==> src/rtl/systolic_pe_ws.sv <==
// systolic_pe_ws: weight-stationary signed MAC PE with double-buffered weight and 1/2-stage MAC pipeline.
// Define PE_SAT_EN to clamp MAC overflow to the ACC_W signed range instead of wrapping.
module systolic_pe_ws #(
   parameter int A_W   = 8,
   parameter int W_W   = 8,
   parameter int ACC_W = 24,
   parameter int PIPE  = 1
) (
   input  logic                    clk,
   input  logic                    rst,
   input  logic                    i_w_vld,
   input  logic signed [W_W-1:0]   i_w,
   output logic                    o_w_vld,
   output logic signed [W_W-1:0]   o_w,
   input  logic                    i_swap,
   output logic                    o_swap,
   input  logic                    i_act_vld,
   input  logic signed [A_W-1:0]   i_act,
   output logic                    o_act_vld,
   output logic signed [A_W-1:0]   o_act,
   input  logic                    i_psum_vld,
   input  logic signed [ACC_W-1:0] i_psum,
   output logic                    o_psum_vld,
   output logic signed [ACC_W-1:0] o_psum
);
   logic signed [W_W-1:0]       shadow, active;
   logic signed [A_W+W_W-1:0]   full;
   logic signed [ACC_W-1:0]     prod, addend;
   logic                        vld;

   function automatic logic signed [ACC_W-1:0] add(input logic signed [ACC_W-1:0] a,
                                                   input logic signed [ACC_W-1:0] b);
      logic signed [ACC_W-1:0] s;
      s = a + b;
`ifdef PE_SAT_EN
      // a bypass adds zero, so it can never trip the clamp
      if (a[ACC_W-1] == b[ACC_W-1] && s[ACC_W-1] != a[ACC_W-1])
         s = a[ACC_W-1] ? {1'b1, {(ACC_W-1){1'b0}}} : {1'b0, {(ACC_W-1){1'b1}}};
`endif
      return s;
   endfunction

   assign full = (A_W+W_W)'(i_act) * (A_W+W_W)'(active);

   always_comb begin
      prod   = i_act_vld ? ACC_W'(full) : '0;
      addend = (i_act_vld && !i_psum_vld) ? '0 : i_psum;
      vld    = i_act_vld | i_psum_vld;
   end

   always_ff @(posedge clk or posedge rst)
      if (rst) begin
         shadow    <= '0;
         active    <= '0;
         o_w       <= '0;
         o_w_vld   <= 1'b0;
         o_swap    <= 1'b0;
         o_act     <= '0;
         o_act_vld <= 1'b0;
      end else begin
         o_w_vld   <= i_w_vld;
         o_swap    <= i_swap;
         o_act     <= i_act;
         o_act_vld <= i_act_vld;
         if (i_w_vld) begin
            shadow <= i_w;
            o_w    <= shadow;
         end
         if (i_swap) active <= shadow;
      end

   generate
      if (PIPE == 2) begin : g_pipe2
         logic signed [ACC_W-1:0] p_r, a_r;
         logic                    v_r;
         always_ff @(posedge clk or posedge rst)
            if (rst) begin
               p_r        <= '0;
               a_r        <= '0;
               v_r        <= 1'b0;
               o_psum     <= '0;
               o_psum_vld <= 1'b0;
            end else begin
               v_r        <= vld;
               o_psum_vld <= v_r;
               if (vld) begin
                  p_r <= prod;
                  a_r <= addend;
               end
               if (v_r) o_psum <= add(a_r, p_r);
            end
      end else begin : g_pipe1
         always_ff @(posedge clk or posedge rst)
            if (rst) begin
               o_psum     <= '0;
               o_psum_vld <= 1'b0;
            end else begin
               o_psum_vld <= vld;
               if (vld) o_psum <= add(addend, prod);
            end
      end
   endgenerate
endmodule

==> config.mk <==
export PLATFORM = sky130hd
export DESIGN_NAME = systolic_pe_ws
export DESIGN_NICKNAME = d
export VERILOG_FILES = /design/src/rtl/systolic_pe_ws.sv
export SDC_FILE = /design/constraint.sdc
export NUM_CORES = 1
export LEC_CHECK = 0
export CAP_MARGIN = 20
export CORE_ASPECT_RATIO = 1.75
export CORE_MARGIN = 1.5
export CORE_UTILIZATION = 56
export DETAILED_ROUTE_END_ITERATION = 8
export PLACE_DENSITY = 0.82
export SYNTH_ARGS = -nofsm -noshare
export SYNTH_HDL_FRONTEND = slang
export SYNTH_SLANG_ARGS = --single-unit
==> constraint.sdc <==
create_clock -name clk -period 8.2 [get_ports clk]
set_clock_uncertainty 0.1 [all_clocks]
set_input_delay 1.64 -clock clk [delete_from_list [all_inputs] [get_ports clk]]
set_output_delay 1.64 -clock clk [all_outputs]
set_load 0.1 [all_outputs]
==> parameters.txt <==
Parameter                              Value

Final layout
  Proportion of layout cells with a drive suffix above 1 ... 10.1%
  Final standard cell count with taps included and fillers excluded ... 877
  Total area of sequential cells ... 1500 µm²
  Number of antenna cells inserted ... 0
  Fillers ... 748
  Synth-to-layout area growth ... 26.1%
  Area occupied by multi-input gates ... 3960 µm²
  Post-layout nets ... 899
  Core utilization of the finished layout ... 72.4%
  Final cell area excluding filler cells ... 7410 µm²

Routing
  Number of vias per cell ... 5.39
  Number of nets still failing antenna checks after routing ... 0
  Via count of the routed design ... 4,729
  Drt pass-1 iters ... 4
  Total length of routed wires ... 13,600 µm
  Average wire per standard cell ... 15.5 µm
  Detailed Route Iter0 Violations ... 119
  Remaining design rule violation count ... 0

Logic synthesis
  Share of flip-flops with an asynchronous set or reset ... 100%
  Post-synthesis instance total ... 630
  Most common library cells after synthesis ... inv_1, and2_1, dfrtp_1
  Count of yosys warnings during synthesis ... 0
  Post-synth top area cell ... dfrtp_1
  Net count of the mapped netlist ... 784
  Part of the Yosys area used for sequential elements ... 25.5%
  Summed instance area of the synthesized netlist ... 5880 µm²
  Syn_area_per_cell ... 9.33 µm²
  Main flop type after synthesis ... dfrtp_1
  Number of enable flip-flop cells after synthesis ... 0
  Area share of the leading cell type in the synthesized netlist ... 25.5%
  Top-count cell post-synth ... inv_1
  Top cells by area, synth ... dfrtp_1, fa_1, ha_1
  Number of unique standard cell types used by synthesis ... 44
  Register bit count reported by yosys ... 60

Critical path
  Worst setup path startpoint ... i_act[7]
  Crit. path cell count ... 28
  Startpoint types ... input port
  Worst path buffer plus inverter count ... 5
  Type of the worst setup path ... input port to register
  Maximum fanout count along the critical path ... 6
  Slowest cell on the critical path ... clkdlybuf4s50_1
  Critical path's top delay family ... adder cells
  Longest individual stage delay on the worst path ... 0.53 ns
  Flop2flop setup slack ... 1.60 ns
  CP Data Arrival Time ... 7.96 ns
  Critical path endpoint ... o_psum[22]
  Cells on worst reg2reg path ... 26
  RR Startpoint ... active[7]
  Critical Path End Type ... register
  Endpoint required time on the critical path ... 8.28 ns
  End of the worst register-to-register path ... o_psum[22]

GRT
  Number of global-route vias before repair ... 5,087
  Largest net degree at the start of global routing ... 61
  Wire length of the first global-routing pass ... 22,800 µm
  Gr ovfl total ... 0
  Global-route total usage across every layer ... 26.4%
  Initial antenna violation count ... 0

STA
  Post-Route Hold Slack ... 0.375 ns
  Max frequency ... 127 MHz
  Share of the clock period used by the worst path ... 96.1%
  Slew margin rel. ... 30.2%
  Unrepaired setup endpoints after global routing ... false
  Final Setup Violations ... 0
  Number of pins with negative max-slew slack in the final report ... 0
  Slew @ Worst Pin ... 1.04 ns
  Final critical-path required period ... 7.88 ns
  Final Hold Violating Endpoints ... 0

Floorplanning
  Row count ... 49
  Starting density of the core ... 57.4%
  Die area ... 11,100 µm²
  Die X-Extent ... 80.5 µm
  Total core area ... 10,200 µm²
  Count of boundary I/O pins ... 90
  Height of the die ... 139 µm

Placed design
  Cell area after placement ... 7080 µm²
  Final HPWL from detailed placement ... 11,000 µm
  Placed cells ... 861
  Final estimated routing congestion in global placement ... 0.857
  Input/output buffers ... 89

Clock network
  TritonCTS clock tree ... yes
  Maximum buffer depth of the clock tree ... 2
  Clock sink total ... 60
  Count of H-tree levels built during CTS ... 3
  Num CTS Buffers ... 9
  Insertion delay to the later sink of the worst-skew pair ... 0.34 ns
  Setup repair bufs after CTS ... 0
  Post-CTS clock slew at the launch and capture registers of the worst setup and hold paths ... 0.06 ns
  Clock root buffer master ... clkbuf_16

Min path
  Hold Path Class ... register to register

Status
  Run status ... finished clean

Flow run
  Max capacitance violation total ... 0
cells in the final DEF (no fill, tap or decap), drive strengths merged, types with 2 or more instances in the layout:
master and n:
nand2 43, clkbuf 9, nand4 2, o21a 2, a21o 12, o211ai 2, and2 70, a31oi 3
dlymetal6s2s 6, mux2i 2, or3 4, xnor2 18, o21bai 3, mux2 25, clkinv 3, o21ai 23
clkdlybuf4s50 83, nor3 5, inv 106, buf 26, nor2b 13, and3 3, nor2 36, nand3 8
dfrtp 60, a211oi 6, xor2 13, o31ai 2, a21oi 37, nand2b 3, ha 52, fa 56
worst min-delay path, cell delays in order, from the launching register on:
cell,delay [ns]
dfrtp_1,0.34
nand2_1,0.06
nand2_1,0.05
registers in the layout, summed over array words and instances, names as in the netlist:
name        flops
o_w             8
o_act           8
o_swap          1
o_psum_vld      1
shadow          8
o_act_vld       1
o_w_vld         1
active          8
o_psum         24
cells by family (layout without fill, tap and decap cells):
group / Yosys count / after routing / share of synthesized area, %
and+or+nand+nor: 190 / 190 / 16.7
buffers and inverters: 114 / 234 / 7.28
adders and majority gates: 108 / 108 / 30.1
AOI/OAI and AO/OA: 100 / 100 / 10.6
DFF: 60 / 60 / 25.5
xor gates and xnor gates: 31 / 31 / 4.62
muxes: 27 / 27 / 5.13
how the worst min path moves through the flow:
stage | slack [ns] | from | cells after the start | end
2_1_floorplan | 0.39 | shadow[0] | 1 | shadow[0]
3_3_place_gp | 0.35 | o_psum[0] | 2 | o_psum[0]
3_5_place_dp | 0.37 | o_psum[0] | 2 | o_psum[0]
4_1_cts | 0.38 | o_psum[0] | 2 | o_psum[0]
5_1_grt | 0.41 | o_psum[0] | 2 | o_psum[0]
6_report | 0.38 | o_psum[0] | 2 | o_psum[0]
what timing repair did:
item | 4_1_cts | 5_1_grt
hold buffers | 0 | 0
gates resized for setup | 0 | 8
endpoints found under the setup margin | 0 | 6
through the flow:
| stage | setup TNS (ns) | setup slack, ns |
|---|---|---|
| floorplan | 0 | 0.860 |
| global placement | 0 | 0.0608 |
| detailed placement | -0.351 | -0.164 |
| CTS | 0 | 0.160 |
| global route | 0 | 0.0234 |
| finish | 0 | 0.324 |
layout make-up:
cell class	count	area share, %
inverters	103	5.21
clock inverters	7	1.11
well taps	127	2.14
clock buffers	9	3.04
multi-input cells	456	53.4
flip-flops and latches	60	20.2
repair buffers	115	14.8
layer usage:
metal	vias up	global-route usage, %	share of wire [%]
met3	33	5.33	3.3
li1	2270	-	-
met1	2308	27.8	37
met5	-	0	0
met2	118	49.9	57
met4	0	9.07	2.5
Power is not shown: default switching activity piles up to over one toggle a cycle in this logic, so the estimate is an artifact.
